===== config.mk =====
export PLATFORM = sky130hd
export DESIGN_NAME = proj_out_drain
export DESIGN_NICKNAME = d
export VERILOG_FILES = /design/src/rtl/proj_pkg.sv /design/src/rtl/proj_requant.sv /design/src/rtl/proj_out_drain.sv
export SDC_FILE = /design/constraint.sdc
export NUM_CORES = 1
export LEC_CHECK = 0
export CORE_AREA = 2 2 192 194
export DETAILED_ROUTE_END_ITERATION = 8
export DIE_AREA = 0 0 194 196
export PLACE_DENSITY = 0.8
export RECOVER_POWER = 50
export SYNTH_ARGS = -nofsm -noshare
export SYNTH_HDL_FRONTEND = slang
export SYNTH_HIERARCHICAL = 1
export SYNTH_SLANG_ARGS = --single-unit

===== constraint.sdc =====
create_clock -name clk -period 7.7 [get_ports clk]
set_input_delay 1.54 -clock clk [delete_from_list [all_inputs] [get_ports clk]]
set_output_delay 1.54 -clock clk [all_outputs]
set_load 0.1 [all_outputs]

===== src/rtl/proj_pkg.sv =====
// Shared types and helpers for the projection result path: accumulator width,
// drain FSM states and signed saturation bounds.
package proj_pkg;

  typedef enum logic {
    IDLE = 1'b0,
    SEND = 1'b1
  } drain_state_e;

  function automatic int acc_width(input int dw, input int n);
    return 2 * dw + $clog2(n);
  endfunction

  // Saturation bounds of a dw-bit two's-complement value.
  function automatic int sat_hi(input int dw);
    return (1 << (dw - 1)) - 1;
  endfunction

  function automatic int sat_lo(input int dw);
    return -(1 << (dw - 1));
  endfunction

endpackage


===== src/rtl/proj_requant.sv =====
// Combinational requantizer: round-half-up arithmetic right shift of a signed
// accumulator, then saturation to DW bits with a flag when clipping occurs.
module proj_requant
  import proj_pkg::*;
#(
  parameter int ACC_W = 13,
  parameter int DW    = 4,
  parameter int SHIFT = 3
) (
  input  logic signed [ACC_W-1:0] x,
  output logic signed [DW-1:0]    r,
  output logic                    sat
);

  localparam logic signed [ACC_W:0] HI  = (ACC_W+1)'(sat_hi(DW));
  localparam logic signed [ACC_W:0] LO  = (ACC_W+1)'(sat_lo(DW));
  // Half-LSB rounding constant; evaluates to zero when SHIFT is zero.
  localparam logic signed [ACC_W:0] RND = (ACC_W+1)'((2 ** SHIFT) / 2);

  logic signed [ACC_W:0] wide;

  function automatic logic signed [ACC_W:0] round_shift(input logic signed [ACC_W-1:0] a);
    logic signed [ACC_W:0] e;
    e = {a[ACC_W-1], a};
    return (e + RND) >>> SHIFT;
  endfunction

  function automatic logic signed [DW-1:0] saturate(input logic signed [ACC_W:0] v);
    if (v > HI) begin
      return HI[DW-1:0];
    end else if (v < LO) begin
      return LO[DW-1:0];
    end
    return v[DW-1:0];
  endfunction

  always_comb begin
    wide = round_shift(x);
    r    = saturate(wide);
    sat  = (wide > HI) || (wide < LO);
  end

endmodule


===== src/rtl/proj_out_drain.sv =====
// Captures one set of Q/K/V accumulators, requantizes them and drains one head
// per beat over a valid/ready stream. Optional SAT_CNT_EN adds a saturation counter.
module proj_out_drain
  import proj_pkg::*;
#(
  parameter int N      = 32,
  parameter int DW     = 4,
  parameter int PE_NUM = 12,
  parameter int ACC_W  = acc_width(DW, N),
  parameter int SHIFT  = 3
) (
  input  logic                        clk,
  input  logic                        rst,
  input  logic                        out_valid,
  input  logic signed [ACC_W-1:0]     out_q [0:PE_NUM-1],
  input  logic signed [ACC_W-1:0]     out_k [0:PE_NUM-1],
  input  logic signed [ACC_W-1:0]     out_v [0:PE_NUM-1],
  output logic                        drain_ready,
  output logic                        overrun,
  output logic                        m_valid,
  input  logic                        m_ready,
  output logic [$clog2(PE_NUM)-1:0]   m_head,
  output logic signed [DW-1:0]        m_q,
  output logic signed [DW-1:0]        m_k,
  output logic signed [DW-1:0]        m_v,
  output logic                        m_last
`ifdef SAT_CNT_EN
  ,
  output logic [15:0]                 sat_count
`endif
);

  localparam int HW   = $clog2(PE_NUM);
  localparam int NSAT = 3 * PE_NUM;
  localparam logic [HW-1:0] LAST_HEAD = HW'(PE_NUM - 1);

  drain_state_e state_q, state_d;
  logic [HW-1:0] head_q, head_d;
  logic drain_ready_q, drain_ready_d;
  logic overrun_q, overrun_d;
  logic capture;

  logic signed [DW-1:0] q_rq [PE_NUM];
  logic signed [DW-1:0] k_rq [PE_NUM];
  logic signed [DW-1:0] v_rq [PE_NUM];
  logic [NSAT-1:0] sat_flag;

  logic signed [DW-1:0] q_buf_q [PE_NUM];
  logic signed [DW-1:0] k_buf_q [PE_NUM];
  logic signed [DW-1:0] v_buf_q [PE_NUM];
  logic signed [DW-1:0] q_buf_d [PE_NUM];
  logic signed [DW-1:0] k_buf_d [PE_NUM];
  logic signed [DW-1:0] v_buf_d [PE_NUM];

  for (genvar h = 0; h < PE_NUM; h++) begin : g_pe
    proj_requant #(.ACC_W(ACC_W), .DW(DW), .SHIFT(SHIFT)) u_rq_q (
      .x(out_q[h]), .r(q_rq[h]), .sat(sat_flag[h])
    );
    proj_requant #(.ACC_W(ACC_W), .DW(DW), .SHIFT(SHIFT)) u_rq_k (
      .x(out_k[h]), .r(k_rq[h]), .sat(sat_flag[PE_NUM + h])
    );
    proj_requant #(.ACC_W(ACC_W), .DW(DW), .SHIFT(SHIFT)) u_rq_v (
      .x(out_v[h]), .r(v_rq[h]), .sat(sat_flag[2*PE_NUM + h])
    );
  end

  always_comb begin
    state_d = state_q;
    head_d  = head_q;
    capture = 1'b0;
    case (state_q)
      IDLE: begin
        if (out_valid && drain_ready_q) begin
          capture = 1'b1;
          head_d  = '0;
          state_d = SEND;
        end
      end
      SEND: begin
        if (m_ready) begin
          if (head_q == LAST_HEAD) begin
            state_d = IDLE;
            head_d  = '0;
          end else begin
            head_d = head_q + 1'b1;
          end
        end
      end
      default: state_d = IDLE;
    endcase
    drain_ready_d = (state_d == IDLE);
    // A pulse during the final handshake still counts as an overrun.
    overrun_d     = out_valid && !drain_ready_q;
  end

  always_comb begin
    q_buf_d = q_buf_q;
    k_buf_d = k_buf_q;
    v_buf_d = v_buf_q;
    if (capture) begin
      q_buf_d = q_rq;
      k_buf_d = k_rq;
      v_buf_d = v_rq;
    end
  end

  // Capture stage boundary: control flops reset, result storage does not.
  always_ff @(posedge clk) begin
    if (rst) begin
      state_q       <= IDLE;
      head_q        <= '0;
      drain_ready_q <= 1'b1;
      overrun_q     <= 1'b0;
    end else begin
      state_q       <= state_d;
      head_q        <= head_d;
      drain_ready_q <= drain_ready_d;
      overrun_q     <= overrun_d;
    end
  end

  always_ff @(posedge clk) begin
    q_buf_q <= q_buf_d;
    k_buf_q <= k_buf_d;
    v_buf_q <= v_buf_d;
  end

  assign drain_ready = drain_ready_q;
  assign overrun     = overrun_q;
  assign m_valid     = (state_q == SEND);
  assign m_head      = head_q;
  assign m_last      = m_valid && (head_q == LAST_HEAD);
  assign m_q         = m_valid ? q_buf_q[head_q] : '0;
  assign m_k         = m_valid ? k_buf_q[head_q] : '0;
  assign m_v         = m_valid ? v_buf_q[head_q] : '0;

`ifdef SAT_CNT_EN
  localparam int CW = $clog2(NSAT + 1);

  logic [CW-1:0] n_sat;
  logic [16:0]   sat_sum;
  logic [15:0]   sat_cnt_q, sat_cnt_d;

  always_comb begin
    n_sat = '0;
    for (int i = 0; i < NSAT; i++) begin
      n_sat = n_sat + CW'(sat_flag[i]);
    end
    sat_sum   = {1'b0, sat_cnt_q} + 17'(n_sat);
    sat_cnt_d = sat_cnt_q;
    if (capture) begin
      sat_cnt_d = sat_sum[16] ? 16'hFFFF : sat_sum[15:0];
    end
  end

  always_ff @(posedge clk) begin
    if (rst) begin
      sat_cnt_q <= '0;
    end else begin
      sat_cnt_q <= sat_cnt_d;
    end
  end

  assign sat_count = sat_cnt_q;
`else
  logic sat_unused;
  assign sat_unused = ^sat_flag;
`endif

endmodule


Word-level counts from Yosys, hierarchy flattened
Index checks and enable logic that the tools add are counted.
- flip-flop bits (word level): 151
- input port bits: 472
- output and inout port bits: 20
- word-level logic and storage cells: 362
- add/subtract/negate cells: 37
- magnitude comparators: 73
- eq/ne operators: 3
- multiplexer cells: 201
- bitwise operators: 3
- reductions and logical operators: 5
- operators by type and width (operator ; count):
    $add A13 B4 Y14 const B ; 36
    $mux W4 ; 120
    $gt A11 B4 Y1 const B ; 36
    $lt A11 B4 Y1 const B ; 36
    $mux W1 ; 76
    $bmux W4 S4 ; 3
    $pmux W4 S2 ; 1
    $ge A5 B5 Y1 const B ; 1
    $not A4 Y5 ; 1
    $add A4 B1 Y4 const B ; 1
    $eq A4 B4 Y1 const B ; 1
    $ne A2 B2 Y1 const B ; 2
    $logic_and A1 B1 Y1 ; 3
    $not A1 Y1 ; 2
    $pmux W1 S2 ; 1
    $reduce_and A2 Y1 ; 1
    $logic_not A1 Y1 ; 1

Depth between registers and ports, before layout
Gate-level depths: netlist of the first run.
- word-level depth: 5
- gate-level depth with buffers: 7
- mapped depth without buffers: 7

Hierarchy
Netlist of the first run, hierarchy kept.
- by module, submodules not included (module ; instances ; cells an instance ; area an instance (µm²) ; sequential area each (µm²)):
    proj_requant ; 36 ; 48 ; 305.3 ; 0.0
    proj_out_drain ; 1 ; 321 ; 5973.2 ; 4464.3

Worst setup path after synthesis of the first run
No wires, ideal clock.
- path type: input to register
- from: input port out_valid
- to: register head_q[2], in the netlist m_head[2]
- library setup time: 124 ps
- data arrival time: 4984 ps
- data required time: 7576 ps
- slack: 2592 ps
- cell stages on the path: 5
- buffers on the path: 0
- path through: nand3b_1 -> inv_1 -> a21oi_1 -> o21ai_0 -> a21oi_1
- longest elaborated chain between the ends: 3
- RTL lines (element ; line ; RTL):
    start, declared ; proj_out_drain.sv:14 ; input logic out_valid,
    $logic_and A1 B1 Y1 ; proj_out_drain.sv:73 ; if (out_valid && drain_ready_q) begin
    $ne A2 B2 Y1 (no source line) ; - ;
    $reduce_and A2 Y1 (no source line) ; - ;
    end signal, assigned ; proj_out_drain.sv:111 ; head_q <= '0;
    end signal, assigned ; proj_out_drain.sv:116 ; head_q <= head_d;
    end, declared ; proj_out_drain.sv:38 ; logic [HW-1:0] head_q, head_d;
Every way passes these cells.
A chain may end at the register's enable or synchronous reset.

Worst setup path in the final report of the first run
- from: input port out_valid
- to: register q_buf_q[40] (netlist bit), enable pin
- longest elaborated chain between the ends: 3
- RTL lines (element ; line ; RTL):
    $logic_and A1 B1 Y1 ; proj_out_drain.sv:73 ;
    $mux W1 ; proj_out_drain.sv:73 ;
    $mux W1 ; proj_out_drain.sv:71 ; case (state_q)
    net capture ; proj_out_drain.sv:41 ; logic capture;
    end signal, assigned ; proj_out_drain.sv:123 ; q_buf_q <= q_buf_d;
    end, declared ; proj_out_drain.sv:48 ; logic signed [DW-1:0] q_buf_q [PE_NUM];
The timed path passes the listed nets, and every way through them passes these cells.

==> results of run 1 <==
[power by group]
group          switching (uW)  internal (uW)
clock                     346            478
sequential               29.4            985
combinational             462            376
total                     837           1840
[registers in the layout (all words and copies together) (netlist names)]
name / count
m_valid: 1
v_buf_q: 48
overrun: 1
q_buf_q: 48
k_buf_q: 48
m_head: 4
drain_ready: 1
[metal layers]
| layer | part of all wire [%] | wire (um) | track usage, % | vias up |
|---|---|---|---|---|
| li1 | - | - | - | 8512 |
| met1 | 42 | 21000 | 30.4 | 8109 |
| met5 | 0.050 | 25 | 0 | - |
| met4 | 3.1 | 1570 | 9.34 | 4 |
| met2 | 49 | 24600 | 43.9 | 630 |
| met3 | 6.1 | 3070 | 4.21 | 95 |
[final cells by class]
class                      instances  area share (%)
antenna                            4          0.0463
sequential                       151            20.7
timing repair buffer             420            19.4
clock inverter                    14           0.683
tap                              468            2.71
inverter                         159            2.77
multi-input combinational       1652            51.7
clock buffer                      17            1.97
[worst max path at each step]
stage | to | slack (ns) | cells after the start
floorplan | m_head[2] | 2.59 | 5
global placement | m_k[0] | 2.88 | 5
detailed placement | m_k[2] | 2.84 | 5
CTS | m_k[2] | 2.40 | 5
global route | q_buf_q[40] | 1.61 | 4
finish | q_buf_q[40] | 2.01 | 4
[placed cells by master, fill, tap and decap left out, types with 39 or more instances in the layout]
| cell | n |
|---|---|
| a21oi_1 | 78 |
| xor2_1 | 108 |
| nor2_1 | 114 |
| nor4_1 | 72 |
| o21ai_0 | 110 |
| inv_1 | 158 |
| o22ai_1 | 42 |
| a31oi_1 | 108 |
| nand2_1 | 232 |
| clkdlybuf4s50_1 | 380 |
| nand4_1 | 108 |
| dlygate4sd3_1 | 39 |
| edfxtp_1 | 144 |
| nand3_1 | 110 |
| a21o_2 | 72 |
| mux2i_1 | 120 |
[per-stage QoR]
stage                     setup slack (ns)  instances  hold WS [ns]  instance area (um^2)  total power, uW
after floorplan                       2.59       1977         0.954                 16600             1440
final                                 2.01       2885         0.534                 21600             2680
after global routing                  1.61       2885         0.569                 21600             2800
after global placement                2.88       2850         0.516                 21200             1850
after CTS                             2.40       2881         0.530                 21800             2700
after detailed placement              2.84       2850         0.524                 21200             1870
[critical path: stages]
cell and delay, ns:
dlygate4sd3_1 0.59, nand3b_1 0.20, clkinvlp_2 2.06, buf_4 1.18
==> results by group, run 1 <==
Clock tree
  – Cts repair resizes: 0
  – H-tree Lvls: 4
  – Clock transition at path regs: 0.07 ns
  – TritonCTS clock tree: yes
  – Clock Sinks: 151
  – Root buf cell: clkbuf_16
  – Maximum clock path buffer count: 2
  – Clk_lat worst skew: between 0.4 and 0.5 ns
  – Cts hold-fix bufs: 0
  – Post-CTS Setup Inserts: 0
  – Clock buffer count from CTS: 17

Setup path
  – Reg-to-reg slack, setup: ~3.2 ns
  – FF-to-FF Start: m_valid
  – CP endpoint kind: register
  – Critical path class: primary input to register
  – Startpoint type of the worst setup path: primary input
  – Reg2reg path depth: 3
  – Max FO, Critical Path: 80
  – Worst setup startpoint: out_valid
  – WP data arrival: between 5 and 6 ns
  – Critical R2R Capture: q_buf_q[40]
  – CP required: just under 8 ns

Floorplan
  – Die area: between 30000 and 40000 um^2
  – Die X-Extent: approximately 190 um
  – Starting Density: ~46%
  – Standard-cell rows: 70
  – Core area: ~36000 um^2
  – I/O pins: roughly 500
  – Die height: slightly below 200 um

Hold path
  – Hold Path Sink: overrun
  – Min-delay src: drain_ready
  – Worst min path class: register to register
  – Hold Path Stages: 1

Layout
  – Ratio of cells with drive above 1 in the final layout: roughly 8.2%
  – Layout area overhead: 30.6%
  – Flip-flop and latch area: about 4500 um^2
  – Multi-input logic area: 11200 um^2
  – Fill count: about 3100
  – Final net count: just under 3000
  – Fin util: around three fifths

STA
  – Least-Margin Pin Slew: 2.71 ns
  – Crit path time final: between 5 and 6 ns
  – Setup-failing EPs final: 0
  – Top achievable clock speed: 176 MHz
  – Worst slew margin: -82.0%
  – TNS Setup: 0 ns
  – Crit share post-route: approximately 74%
  – Final hold violation count: 0
  – Max Slew Vio Count: 67
  – RSZ-0062 raised after global routing: false
  – Clock Skew: 0.0157 ns

Detailed routing
  – DRC Markers: 0
  – Wirelength, routed: 50200 um
  – DR vias/cell: 6.01
  – Via count: between 15000 and 20000
  – Post-route ant nets: 0
  – 1st-iter DRT viols: between 1000 and 1500
  – DRT Pass-1 Iters: 6
  – WL/cell: between 15 and 20 um

Outcome
  – Status: complete, but fails checks
  – Failing checks: max-capacitance violations, max-slew violations

GRT
  – Vias in the first global route: between 15000 and 20000
  – First-pass GRT wire length: around 79000 um
  – Remaining global-route overflow: 0
  – Initial antenna violation count: 6
  – Total GRT Usage: between 20% and 30%
  – Pin count of the biggest net entering global routing: between 80 and 90

Placed design
  – Routability Congestion: a little over 0.9
  – PortBufs: around 420
  – HPWL Detailed: a little over 40000 um

Yosys
  – Mapped Cells: ~2000
  – Synthesized area per cell: between 8 and 9 um^2
  – Synth warnings: 6
  – Syn Nets: 2486
  – Area of the mapped netlist: between 15000 and 20000 um^2

Pwr
  – Pleak: between 0.007 and 0.008 uW
  – Pwr/cell area: 124 nW/um^2
  – Maximum vdd ir drop: between 100 and 150 uV

Flow run
  – Max_cap viols: 1
Power figures use the tool's default switching activity.
==> inputs of run 2 (changes only) <==
CORE_AREA = default   (was 2 2 192 194)
CORE_ASPECT_RATIO = 0.75   (was default)
CORE_UTILIZATION = 45   (was default)
DIE_AREA = default   (was 0 0 194 196)
PLACE_DENSITY = 0.79   (was 0.8)
clock period = 4.8 ns   (was 7.7 ns; I/O delays follow)
==> run 2 against run 1 <==
Via count grew 1.8%. Highest routed layer unchanged. Clock skew shrank 0.0068 ns. Cell area grew 0.79%. The flow still finishes with violations (max-capacitance violations, max-slew violations). Hold slack lost 0.046 ns. Critical endpoint is now k_buf_q[31]. Global-route usage grew 1.8 points. Sequential power grew 60%. Largest cell class unchanged.
==> results by group, run 2 (same netlist as run 1, synthesis figures left out) <==
GRT
  – Total GRT Usage: 26.7% (+1.8 points)
  – Initial antenna violation count: 4 (-2)
  – Pin count of the biggest net entering global routing: 85 (+4.9%)
  – Vias in the first global route: 16300 (+1.2%)
  – First-pass GRT wire length: 82300 um (+4.6%)
  – Remaining global-route overflow: 0 (unchanged)

Detailed routing
  – 1st-iter DRT viols: 1292 (+23%)
  – Via count: 17700 (+1.8%)
  – Wirelength, routed: 52500 um (+4.4%)
  – DRC Markers: 0 (unchanged)
  – DRT Pass-1 Iters: 5 (-1)
  – WL/cell: 18.2 um (+4.4%)
  – DR vias/cell: 6.12 (+1.8%)
  – Post-route ant nets: 0 (unchanged)

Layout
  – Fin util: 60.5% (+0.56 points)
  – Flip-flop and latch area: 4470 um^2 (unchanged)
  – Ratio of cells with drive above 1 in the final layout: 9.65% (+1.5 points)
  – Largest registers: k_buf_q (48), q_buf_q (48), v_buf_q (48)
  – Fill count: 3107 (-1.0%)
  – Commonest non-fill, non-tap cell in the layout: clkdlybuf4s50_1
  – Multi-input logic area: 11400 um^2 (+1.5%)
  – Final net count: 2913 (+0.10%)
  – Layout area overhead: 31.6%
  – Most frequent cells in the layout: 369 x clkdlybuf4s50_1, 232 x nand2_1, 158 x inv_1, 144 x edfxtp_1, 120 x mux2i_1

Setup path
  – Max FO, Critical Path: 84 (+5.0%)
  – Kind of cell adding the most delay to the critical path: buffers and inverters
  – CP peak stage delay: 1.37 ns (-0.69 ns)
  – Critical path class: primary input to register
  – CP required: 4.79 ns (-2.92 ns)
  – WP buf/inv: 3 (unchanged)
  – CP max stage cell: clkinvlp_4
  – Startpoint type of the worst setup path: primary input
  – WP data arrival: 4.17 ns (-1.53 ns)
  – CP endpoint kind: register
  – Critical Path, Cell by Cell: dlygate4sd3_1 > nand3b_1 > clkinvlp_4 > clkbuf_4

Placed design
  – PortBufs: 419 (unchanged)
  – Pre-CTS setup slack: 1.31 ns (-1.54 ns)
  – HPWL Detailed: 42100 um (+4.5%)
  – Routability Congestion: 0.923 (+1.0%)

Flow run
  – Max_cap viols: 1 (unchanged)

STA
  – Worst slew margin: -17.2% (+65 points)
  – Max Slew Vio Count: 85 (+27%)
  – Top achievable clock speed: between 200 and 250 MHz
  – Crit path time final: between 4 and 5 ns
  – Least-Margin Pin Slew: 1.75 ns (-0.960 ns)
  – RSZ-0062 raised after global routing: false
  – Clock Skew: 0.00891 ns (-0.00676 ns)
  – Setup slack after layout: 0.624 ns (-1.38 ns)
  – Final hold violation count: 0 (unchanged)
  – Crit share post-route: between 80% and 90%
  – Setup-failing EPs final: 0 (unchanged)
  – TNS Setup: 0 ns (unchanged)

Pwr
  – Maximum vdd ir drop: 226 uV (+72%)
  – Pwr/cell area: 199 nW/um^2 (+61%)
  – Pleak: 0.00791 uW (+1.3%)
  – Total power: 4330 uW (+62%)

Clock tree
  – H-tree Lvls: 4 (unchanged)
  – Cts hold-fix bufs: 0 (unchanged)
  – Clock buffer count from CTS: 17 (unchanged)
  – Cts repair resizes: 0 (unchanged)
  – TritonCTS clock tree: yes
  – Root buf cell: clkbuf_16
  – Clock transition at path regs: 0.07 ns (about the same)
  – Maximum clock path buffer count: 2 (unchanged)
  – Post-CTS Setup Inserts: 0 (unchanged)
  – Clk_lat worst skew: 0.42 ns (about the same)
  – Clock Sinks: 151 (unchanged)

Floorplan
  – Standard-cell rows: 60 (-14%)
  – Starting Density: 46.0% (+0.064 points)
  – Die height: 168 um (-14%)
  – Die X-Extent: 224 um (+15%)
  – Die area: 37600 um^2 (-1.2%)
  – I/O pins: 492 (unchanged)
  – Core area: 36000 um^2 (-0.14%)

Outcome
  – Failing checks: max-capacitance violations, max-slew violations
  – Status: complete, but fails checks

Hold path
  – Worst min path class: register to register
## run 2: cell count changes in the layout (fill, tap and decap cells not counted), sizes merged
cell	change
buf	+14
clkinv	-1
dlygate4sd3	-1
bufinv	+1
clkinvlp	+1
diode	+1
clkdlybuf4s50	-11
clkbuf	+2
inv	-3
## run 2: cell type report
| cell class | count | share of cell area, % |
|---|---|---|
| clock inverter | 12 | 0.712 |
| sequential | 151 | 20.5 |
| antenna | 5 | 0.0574 |
| inverter | 159 | 2.76 |
| timing repair buffer | 423 | 19.2 |
| clock buffer | 18 | 1.97 |
| multi-input combinational | 1652 | 52.1 |
| tap | 465 | 2.67 |
## run 2: worst paths after layout
check | start | endpoint | slack (ns) | cells past startpoint
worst max register to register | m_valid | k_buf_q[31] | 1.27 | 3
worst min-delay path | drain_ready | overrun | 0.49 | 1
worst min register to register | drain_ready | overrun | 0.49 | 1
worst max-delay path | out_valid | k_buf_q[31] | 0.62 | 4
## run 2: per-layer routing
layer	share of wire, %	vias to the layer above	track usage, %
li1	-	8536	-
met1	45	8336	36.2
met2	46	694	43.7
met3	6.4	87	4.57
met4	2.3	4	7.71
met5	0.051	-	0
## run 2: stage by stage
stage          std cells  hold slack (ns)  cell area [um^2]
5_1_grt             2882            0.509             21800
3_3_place_gp        2850            0.501             21200
2_1_floorplan       1977            0.954             16600
6_report            2885            0.488             21800
3_5_place_dp        2850            0.505             21200
4_1_cts             2880            0.507             21800
## run 2: power by group
group / switching [uW] / leakage (uW) / internal, uW / total (uW)
registers: 37.2 / 0.00139 / 1580 / 1620
clock network: 529 / 0.000272 / 812 / 1340
logic: 771 / 0.00624 / 605 / 1380
==> inputs of run 3 (changes only) <==
ABC_CLOCK_PERIOD_IN_PS = 4800   (was default)
SKIP_LAST_GASP = 1   (was default)
==> results of run 3 <==
The final DEF is identical to that of run 2; final timing and power are the same.
